[src/rtl/mem_stage_ctrl.sv]
// Memory stage behind the X/M latch: passes ALU/jal results through to the M/W bundle and
// runs a req/ack data-memory access for loads and stores, stalling X/M while it is outstanding.
module mem_stage_ctrl #(
  parameter int ADDR_W  = 12,
  parameter int LW_BIT  = 0,
  parameter int SW_BIT  = 1,
  parameter int RW_BIT  = 2,
  parameter int JAL_BIT = 3,
  parameter int TIMEOUT = 15
) (
  input  logic              clock,
  input  logic              reset,
  input  logic              in_valid,
  input  logic [13:0]       in_ctrl_signals,
  input  logic [31:0]       in_ALU_result,
  input  logic [31:0]       in_data_reg,
  input  logic [31:0]       in_PC_plus1,
  input  logic [4:0]        in_rd,
  output logic              stall_xm,
  output logic              dmem_req,
  output logic              dmem_we,
  output logic [ADDR_W-1:0] dmem_addr,
  output logic [31:0]       dmem_wdata,
  input  logic              dmem_ack,
  input  logic [31:0]       dmem_rdata,
  output logic              mw_valid,
  output logic              mw_reg_write,
  output logic [4:0]        mw_rd,
  output logic [31:0]       mw_data,
  output logic              mem_err,
  output logic              dbg_state
);

  // Handshake: dmem_req rises with addr/wdata/we already valid and all four stay frozen until
  // the cycle dmem_ack is seen high (or the timeout fires); ack is only honoured while req=1.

  typedef enum logic {
    IDLE   = 1'b0,
    ACCESS = 1'b1
  } state_t;

  localparam logic [7:0] CNT_LAST = 8'(TIMEOUT - 1);

  state_t            state_q, state_d;
  logic [7:0]        cnt_q, cnt_d;
  logic              req_q, req_d;
  logic              we_q, we_d;
  logic [ADDR_W-1:0] addr_q, addr_d;
  logic [31:0]       wdata_q, wdata_d;
  logic [4:0]        hold_rd_q, hold_rd_d;
  logic              hold_rw_q, hold_rw_d;
  logic              hold_lw_q, hold_lw_d;
  logic              mw_valid_q, mw_valid_d;
  logic              mw_reg_write_q, mw_reg_write_d;
  logic [4:0]        mw_rd_q, mw_rd_d;
  logic [31:0]       mw_data_q, mw_data_d;
  logic              err_q, err_d;

  logic        op_lw, op_sw, op_rw, op_jal, rd_nz;
  logic [31:0] addr_ext;
  logic        unused_ctrl;

  assign op_lw       = in_ctrl_signals[LW_BIT];
  assign op_sw       = in_ctrl_signals[SW_BIT];
  assign op_rw       = in_ctrl_signals[RW_BIT];
  assign op_jal      = in_ctrl_signals[JAL_BIT];
  assign rd_nz       = (in_rd != 5'd0);
  assign addr_ext    = 32'(addr_q);
  assign unused_ctrl = ^in_ctrl_signals;

  always_ff @(posedge clock or negedge reset) begin
    if (!reset) begin
      state_q        <= IDLE;
      cnt_q          <= '0;
      req_q          <= 1'b0;
      we_q           <= 1'b0;
      addr_q         <= '0;
      wdata_q        <= '0;
      hold_rd_q      <= '0;
      hold_rw_q      <= 1'b0;
      hold_lw_q      <= 1'b0;
      mw_valid_q     <= 1'b0;
      mw_reg_write_q <= 1'b0;
      mw_rd_q        <= '0;
      mw_data_q      <= '0;
      err_q          <= 1'b0;
    end else begin
      state_q        <= state_d;
      cnt_q          <= cnt_d;
      req_q          <= req_d;
      we_q           <= we_d;
      addr_q         <= addr_d;
      wdata_q        <= wdata_d;
      hold_rd_q      <= hold_rd_d;
      hold_rw_q      <= hold_rw_d;
      hold_lw_q      <= hold_lw_d;
      mw_valid_q     <= mw_valid_d;
      mw_reg_write_q <= mw_reg_write_d;
      mw_rd_q        <= mw_rd_d;
      mw_data_q      <= mw_data_d;
      err_q          <= err_d;
    end
  end

  always_comb begin
    state_d        = state_q;
    cnt_d          = cnt_q;
    req_d          = req_q;
    we_d           = we_q;
    addr_d         = addr_q;
    wdata_d        = wdata_q;
    hold_rd_d      = hold_rd_q;
    hold_rw_d      = hold_rw_q;
    hold_lw_d      = hold_lw_q;
    mw_valid_d     = 1'b0;
    mw_reg_write_d = 1'b0;
    mw_rd_d        = mw_rd_q;
    mw_data_d      = mw_data_q;
    err_d          = err_q;

    case (state_q)
      IDLE: begin
        if (in_valid) begin
          if (op_lw || op_sw) begin
            // Load wins when both bits are set, so dmem_we is simply "not a load".
            state_d   = ACCESS;
            cnt_d     = '0;
            req_d     = 1'b1;
            we_d      = ~op_lw;
            addr_d    = in_ALU_result[ADDR_W-1:0];
            wdata_d   = in_data_reg;
            hold_rd_d = in_rd;
            hold_rw_d = op_rw & rd_nz;
            hold_lw_d = op_lw;
          end else begin
            mw_valid_d     = 1'b1;
            mw_rd_d        = in_rd;
            mw_data_d      = op_jal ? in_PC_plus1 : in_ALU_result;
            mw_reg_write_d = (op_rw | op_jal) & rd_nz;
          end
        end
      end
      ACCESS: begin
        if (req_q && dmem_ack) begin
          state_d    = IDLE;
          req_d      = 1'b0;
          mw_valid_d = 1'b1;
          mw_rd_d    = hold_rd_q;
          if (hold_lw_q) begin
            mw_data_d      = dmem_rdata;
            mw_reg_write_d = hold_rw_q;
          end else begin
            mw_data_d      = addr_ext;
            mw_reg_write_d = 1'b0;
          end
        end else if (cnt_q == CNT_LAST) begin
          // Give up: retire the instruction without a register write and flag the error.
          state_d    = IDLE;
          req_d      = 1'b0;
          mw_valid_d = 1'b1;
          mw_rd_d    = hold_rd_q;
          mw_data_d  = addr_ext;
          err_d      = 1'b1;
        end else begin
          cnt_d = cnt_q + 8'd1;
        end
      end
      default: state_d = IDLE;
    endcase
  end

  assign stall_xm     = (state_q == ACCESS);
  assign dbg_state    = state_q;
  assign dmem_req     = req_q;
  assign dmem_we      = we_q;
  assign dmem_addr    = addr_q;
  assign dmem_wdata   = wdata_q;
  assign mw_valid     = mw_valid_q;
  assign mw_reg_write = mw_reg_write_q;
  assign mw_rd        = mw_rd_q;
  assign mw_data      = mw_data_q;
  assign mem_err      = err_q;

endmodule

[config.mk]
export PLATFORM = sky130hd
export DESIGN_NAME = mem_stage_ctrl
export DESIGN_NICKNAME = d
export VERILOG_FILES = /design/src/rtl/mem_stage_ctrl.sv
export SDC_FILE = /design/constraint.sdc
export NUM_CORES = 1
export LEC_CHECK = 0
export CORE_MARGIN = 1
export CORE_UTILIZATION = 45
export CTS_BUF_LIST = sky130_fd_sc_hd__clkbuf_8
export CTS_CLUSTER_DIAMETER = 30
export DETAILED_ROUTE_END_ITERATION = 10
export HOLD_SLACK_MARGIN = 0.06
export PLACE_DENSITY_LB_ADDON = 0.12
export SETUP_SLACK_MARGIN = 0.2
export SLEW_MARGIN = 20
export SYNTH_ARGS = -nofsm -noshare
export SYNTH_HDL_FRONTEND = slang
export SYNTH_SLANG_ARGS = --single-unit
[constraint.sdc]
create_clock -name clock -period 5.9 [get_ports clock]
set_input_delay 1.18 -clock clock [delete_from_list [all_inputs] [get_ports clock]]
set_output_delay 1.18 -clock clock [all_outputs]
set_load 0.02 [all_outputs]
==> impl_metrics.toml, run 1 <==
[outcome]
outcome = "finished, final reports clean"

[pwr]
p_sw_frac = 0.4079
switchingPower_mw = 1.450
seqPwrFrac = 0.351
leakagePower_nw = 3.348
comb_power_share = 0.540
vdd_ir_drop_max_uv = 288.5
pwr-share-clk = 0.109
power_density_nw_per_um2 = 483.2
intPower_mw = 2.105

[route]
drtAntennaViolNets = 0
wirelength_mm = 13.64
firstDrtPassIters = 6
drt_iter0_markers = 154
via_per_inst = 5.179
drc = 0
num_vias = 4423
detail_route.wl_per_cell_microns = 15.97

[clock_network]
path_clk_slew_ps = 90
cts_buffer_depth = 2
post-cts-setup-buffers = 0
cts_max_level = 3
cts_inserted_buffers = 9
cts_resized = 0
clkSinkCount = 102
cts_hold_buf = 0
clkLatencyLatePin_ps = 360
cts_root_buf = "clkbuf_8"
cts_tree = "done"

[flow_run]
max_cap_viol_count = 0

[die]
die_height_microns = 105.6
initial_utilization = 0.4657
num_io_pins = 239
design.core.area_sq_um = 10370
fp.dieW_microns = 105.6
die_area_sq_um = 11150
fp-row-count = 37

[sta]
tightest_slew_ps = 1065
fmax_mhz = 339.2
slew-limit-headroom = 0.2898
maxSlewViolCount = 0
fin_tns_setup_ps = 0
holdWs_ps = 481.9
setup_viol = 0
timing.final.hold_violations = 0
period_minus_slack_ps = 2948
rsz0062_at_grt = "no"
fin_skew_ps = 9.324
finalCritPeriodShare = 0.4996

[grt]
overflow = 0
grt_use_total = 0.2491
grt_pass1_wl_mm = 22.05
grt_pass1_vias = 4591
antenna_found_initial = 0
grt_max_degree = 58

[cells_and_area]
n_antenna_cell = 0
multiInputGateArea_sq_um = 2068
final_nets = 866
area_growth_pct = 52.33
layout-drive-gt1-share = 0.06685
nFillCells = 804
ff_latch_area_sq_um = 2554

[setup_path]
reg2reg_slack_ps = 3150
crit_path_end_kind = "flop"
arrival_ps = 3190
slowest_stage = "and2_4"
startpoint_type = "primary input"
r2r_start = "cnt_q[0]$_DFFE_PN0P_"
critPathKind = "in2reg"
cp_cell_sequence = "clkdlybuf4s50_1 > a21bo_2 > o21bai_4 > and2_4 > mux2_2"
required_ps = 6140
timing.critical_path.from = "dmem_ack"
worst-r2r-cell-count = 6
critical_path_peak_fanout = 38
critical_path.max_stage_delay_ps = 620
r2r_end = "mw_data[16]$_DFFE_PN0P_"
cp-endpoint = "mw_data[16]$_DFFE_PN0P_"

[logic_synthesis]
synthMuxAreaShare = 0.1256
synthesis.area_sq_um = 4830
synthesis.nets = 654
syn-instance-count = 501
synth-adder-area-share = 0.005181
ys_types = 38
synth_top_area_frac = 0.5285
yosys.area_share.simple = 0.1930
synth_top_family_by_area = "simple AND/OR/NAND/NOR gates"
avgSynthCellArea_sq_um = 9.640
yosysTopAreaCell = "dfrtp_1"
synth-compound-area-share = 0.1028
yosys-top-cells-area = "dfrtp_1 53%, nand2_1 14%, mux2i_1 7.7%"
synth_xor_area_frac = 0
yosysSeqAreaShare = 0.5285
ys_seq_elements = 102
ys_warn_count = 0

[placed_design]
place.gp.congestion = 0.7706
place_hpwl_mm = 9.846
io_buffers = 228

[worst_hold_path]
hold_class = "reg2reg"
-- final cells by class --
| type | count | area share |
|---|---|---|
| well taps | 136 | 0.02313 |
| clock inverters | 7 | 0.005952 |
| repair buffers | 233 | 0.3187 |
| flip-flops and latches | 102 | 0.3471 |
| multi-input cells | 353 | 0.2811 |
| clock buffers | 9 | 0.01684 |
| inverters | 14 | 0.007143 |
-- synth_stat cells, drive strengths merged --
cell,instances
inv,14
o221ai,12
clkbuf,22
nor2b,12
nand2b,1
o21bai,1
a21bo,1
nand4,4
o31ai,2
or2,1
mux2,21
nand3b,1
nand2,179
and2,2
or4,1
or3b,1
o21ai,25
buf,10
a211o,12
o311ai,4
nor2,4
a21oi,10
or4b,1
and4,1
a21o,2
o211ai,1
ha,2
dfrtp,102
and3,1
mux2i,37
nand3,13
a32o,1
-- metal layers --
layer	GRT usage	share of wire	vias to the layer above
met1	0.2815	0.39	2131
met3	0.07545	0.089	19
li1	-	-	2102
met5	0	0	-
met2	0.4422	0.50	171
met4	0.09226	0.021	0
-- state kept, by name, summed over array words and instances, names as in the netlist --
signal and cells:
hold_rd_q 5, hold_rw_q 1, dmem_addr 12, dmem_we 1
dmem_wdata 32, mw_valid 1, cnt_q 8, mem_err 1
mw_rd 5, hold_lw_q 1, mw_reg_write 1, mw_data 32
dbg_state 1, dmem_req 1
-- critical path, delay by kind of cell --
family	cells	cell delay (ps)
AO/OA/AOI/OAI	2	450
buffers and inverters	1	530
AND/OR/NAND/NOR	1	620
multiplexers	1	400
-- how the worst min path moves through the flow --
| stage | from | to | slack [ps] | cells past startpoint |
|---|---|---|---|---|
| 2_1_floorplan | hold_rd_q[0]$_DFFE_PN0P_ | hold_rd_q[0]$_DFFE_PN0P_ | 450 | 2 |
| 3_3_place_gp | dmem_wdata[21]$_DFFE_PN0P_ | dmem_wdata[21]$_DFFE_PN0P_ | 460 | 2 |
| 3_5_place_dp | dmem_wdata[22]$_DFFE_PN0P_ | dmem_wdata[22]$_DFFE_PN0P_ | 460 | 2 |
| 4_1_cts | dmem_wdata[0]$_DFFE_PN0P_ | dmem_wdata[0]$_DFFE_PN0P_ | 490 | 2 |
| 5_1_grt | dmem_wdata[0]$_DFFE_PN0P_ | dmem_wdata[0]$_DFFE_PN0P_ | 500 | 2 |
| 6_report | dmem_wdata[0]$_DFFE_PN0P_ | dmem_wdata[0]$_DFFE_PN0P_ | 480 | 2 |
-- power by group through the flow --
stage	registers (mW)	clock network (mW)	logic, mW
after global placement	1.24	0	1.88
after CTS	1.25	0.403	1.94
final	1.25	0.389	1.92
after detailed placement	1.26	0	1.93
after global routing	1.30	0.423	2.06
after floorplan	1.58	0	0.740
-- metrics by stage --
| step | instances | cell area, sq um | setup slack [ps] | util | power [mW] |
|---|---|---|---|---|---|
| after floorplan | 501 | 4830 | 3498 | - | 2.319 |
| after global placement | 836 | 7142 | 2633 | 0.6887 | 3.118 |
| after detailed placement | 838 | 7189 | 2574 | 0.6933 | 3.192 |
| after CTS | 854 | 7357 | 2957 | 0.7095 | 3.592 |
| after global routing | 854 | 7357 | 2861 | 0.7095 | 3.775 |
| final | 854 | 7357 | 2952 | 0.7095 | 3.555 |
-- cells by family after synthesis --
kind of cell | after synthesis
compound gates | 71
flops | 102
simple gates | 222
fa+ha+maj | 2
mux | 58
buf+inv | 46
-- layout by cell type (no fill, tap or decap), drive strengths merged, types with 2 or more instances in the layout --
master,count
a211o,12
a21o,2
a21oi,10
and2,2
buf,7
clkbuf,9
clkdlybuf4s50,226
clkinv,2
clkinvlp,3
dfrtp,102
ha,2
inv,16
mux2,21
mux2i,37
nand2,179
nand3,13
nand4,4
nor2,4
nor2b,12
o21ai,25
o221ai,12
o311ai,4
o31ai,2
(Power assumes the default switching activity.)
==> run 2: changes to the inputs <==
--- a/config.mk
+++ b/config.mk
@@ -6,7 +6,7 @@
 export NUM_CORES = 1
 export LEC_CHECK = 0
 export CORE_MARGIN = 1
-export CORE_UTILIZATION = 45
+export CORE_UTILIZATION = 38
 export CTS_BUF_LIST = sky130_fd_sc_hd__clkbuf_8
 export CTS_CLUSTER_DIAMETER = 30
 export DETAILED_ROUTE_END_ITERATION = 10
==> constraint.sdc (replaced) <==
create_clock -name clock -period 2.6 [get_ports clock]
set_input_delay 0.52 -clock clock [delete_from_list [all_inputs] [get_ports clock]]
set_output_delay 0.52 -clock clock [all_outputs]
set_load 0.02 [all_outputs]
==> run 2 against run 1 <==
Utilization decreased by 9.6 points. Via count decreased by 0.20%. Non-clock buffer count increased by 10. Register-to-register slack got worse by 2800 ps. Cell area increased by 1.9%. Wire length increased by 3.8%. Combinational power increased by 130%. Global-route usage decreased by 3.1 points. Critical path type is now reg2reg. Total power increased by 130%.
==> impl_metrics.toml, run 2 (synthesis results as in run 1) <==
[outcome]
outcome = "finished, final reports clean"

[sta]
fmax_mhz = 441.1
finalCritPeriodShare = 0.8719
period_minus_slack_ps = 2267
slew-limit-headroom = 0.6239
tightest_slew_ps = 562.7
rsz0062_at_grt = "no"
maxSlewViolCount = 0
fin_skew_ps = 6.260
fin_tns_setup_ps = 0
holdWs_ps = 123.9
setup_viol = 0
timing.final.hold_violations = 0

[grt]
gr-usage-met3 = 0.06853
grtUsageMet1 = 0.2441
grt_pass1_wl_mm = 22.21
antenna_found_initial = 0
gr-usage-met2 = 0.3947
grt_pass1_vias = 4558
grt_use_total = 0.2180
grt_busiest_layer = "met2"
grt_max_degree = 65
overflow = 0

[setup_path]
r2r_start = "cnt_q[0]$_DFFE_PN0P_"
critical_path_peak_fanout = 13
arrival_ps = 2520
reg2reg_slack_ps = 330
critPathKind = "reg2reg"
timing.critical_path.from = "cnt_q[0]$_DFFE_PN0P_"
r2r_end = "mw_data[28]$_DFFE_PN0P_"
crit_path_end_kind = "flop"
required_ps = 2850
startpoint_type = "flop"
cp-endpoint = "mw_data[28]$_DFFE_PN0P_"
worst-r2r-cell-count = 6

[cells_and_area]
mostFrequentLayoutCell = "clkdlybuf4s50_1"
stdcell_area_sq_um = 7497
area_growth_pct = 55.23
final_cell_mix = "226 x clkdlybuf4s50_1, 179 x nand2_1, 102 x dfrtp_1"
n_antenna_cell = 0
layout-drive-gt1-share = 0.07956
finish.utilization = 0.6139
nFillCells = 1100
final_nets = 877

[clock_network]
cts_hold_buf = 0
cts_resized = 0
cts_inserted_buffers = 9
post-cts-setup-buffers = 0
cts_tree = "done"
cts_root_buf = "clkbuf_8"
clkLatencyLatePin_ps = 360
cts_max_level = 3
path_clk_slew_ps = 90
clkSinkCount = 102
cts_buffer_depth = 2

[die]
fp-row-count = 40
num_io_pins = 239
die_area_sq_um = 13160
design.core.area_sq_um = 12210
initial_utilization = 0.3955
fp.dieW_microns = 114.7
die_height_microns = 114.7

[route]
via_per_inst = 4.921
drtAntennaViolNets = 0
drt_iter0_markers = 130
wirelength_mm = 14.16
num_vias = 4414
drc = 0
detail_route.wl_per_cell_microns = 15.78
firstDrtPassIters = 4

[worst_hold_path]
hold_class = "in2async"

[placed_design]
place.gp.congestion = 0.7398
place_hpwl_mm = 10.29
placed_cell_area_sq_um = 7308
io_buffers = 228

[pwr]
vdd_ir_drop_max_uv = 607.3
power_density_nw_per_um2 = 1101
finalPower_mw = 8.257
leakagePower_nw = 3.425

[flow_run]
max_cap_viol_count = 0
-- run 2: cell count changes in the layout (fill, tap and decap cells not counted) --
cell and delta:
clkinvlp_4 -3, bufinv_16 +1, buf_16 -1, and2_2 +1, dfrtp_2 -1, clkinv_2 +3
dfrtp_1 +1, buf_12 +2, buf_4 +9, clkinv_4 -1
-- run 2: final cells by class --
cell class	instances	area, sq um	share of cell area
well taps	168	210.2	0.02804
clock buffers	9	123.9	0.01652
flip-flops and latches	102	2552	0.3405
clock inverters	7	57.56	0.007677
repair buffers	243	2425	0.3234
multi-input cells	354	2076	0.2769
inverters	14	52.55	0.007009
-- run 2: worst min path at each step --
stage / startpoint / endpoint / cells past startpoint
global placement: dmem_wdata[18]$_DFFE_PN0P_ / dmem_wdata[18]$_DFFE_PN0P_ / 2
detailed placement: mem_err$_DFFE_PN0P_ / mem_err$_DFFE_PN0P_ / 2
global route: reset / cnt_q[5]$_DFFE_PN0P_ / 1
CTS: reset / mw_data[27]$_DFFE_PN0P_ / 1
floorplan: reset / cnt_q[0]$_DFFE_PN0P_ / 0
finish: reset / mw_data[27]$_DFFE_PN0P_ / 1
-- run 2: layer usage --
| metal | wire length, microns | part of all wire |
|---|---|---|
| met4 | 207 | 0.015 |
| met2 | 7224 | 0.51 |
| met5 | 0 | 0 |
| met1 | 5601 | 0.40 |
| met3 | 1124 | 0.079 |
-- run 2: through the flow --
| step | std cells | setup slack [ps] |
|---|---|---|
| 4_1_cts | 896 | 327.0 |
| 6_report | 897 | 333.0 |
| 3_5_place_dp | 880 | 261.5 |
| 3_3_place_gp | 880 | 306.3 |
| 5_1_grt | 897 | 243.4 |
| 2_1_floorplan | 501 | 513.0 |
-- run 2: critical path, cell delays in order, from the launching register on --
cell      delay (ps)
dfrtp_1          460
inv_1             80
ha_1             130
or4b_4           480
o21bai_4         190
and2_2           420
mux2_2           380
-- run 2: power breakdown --
part	internal, mW	switching, mW
registers	2.34	0.509
logic	2.16	2.30
clock network	0.432	0.519
total	4.93	3.33
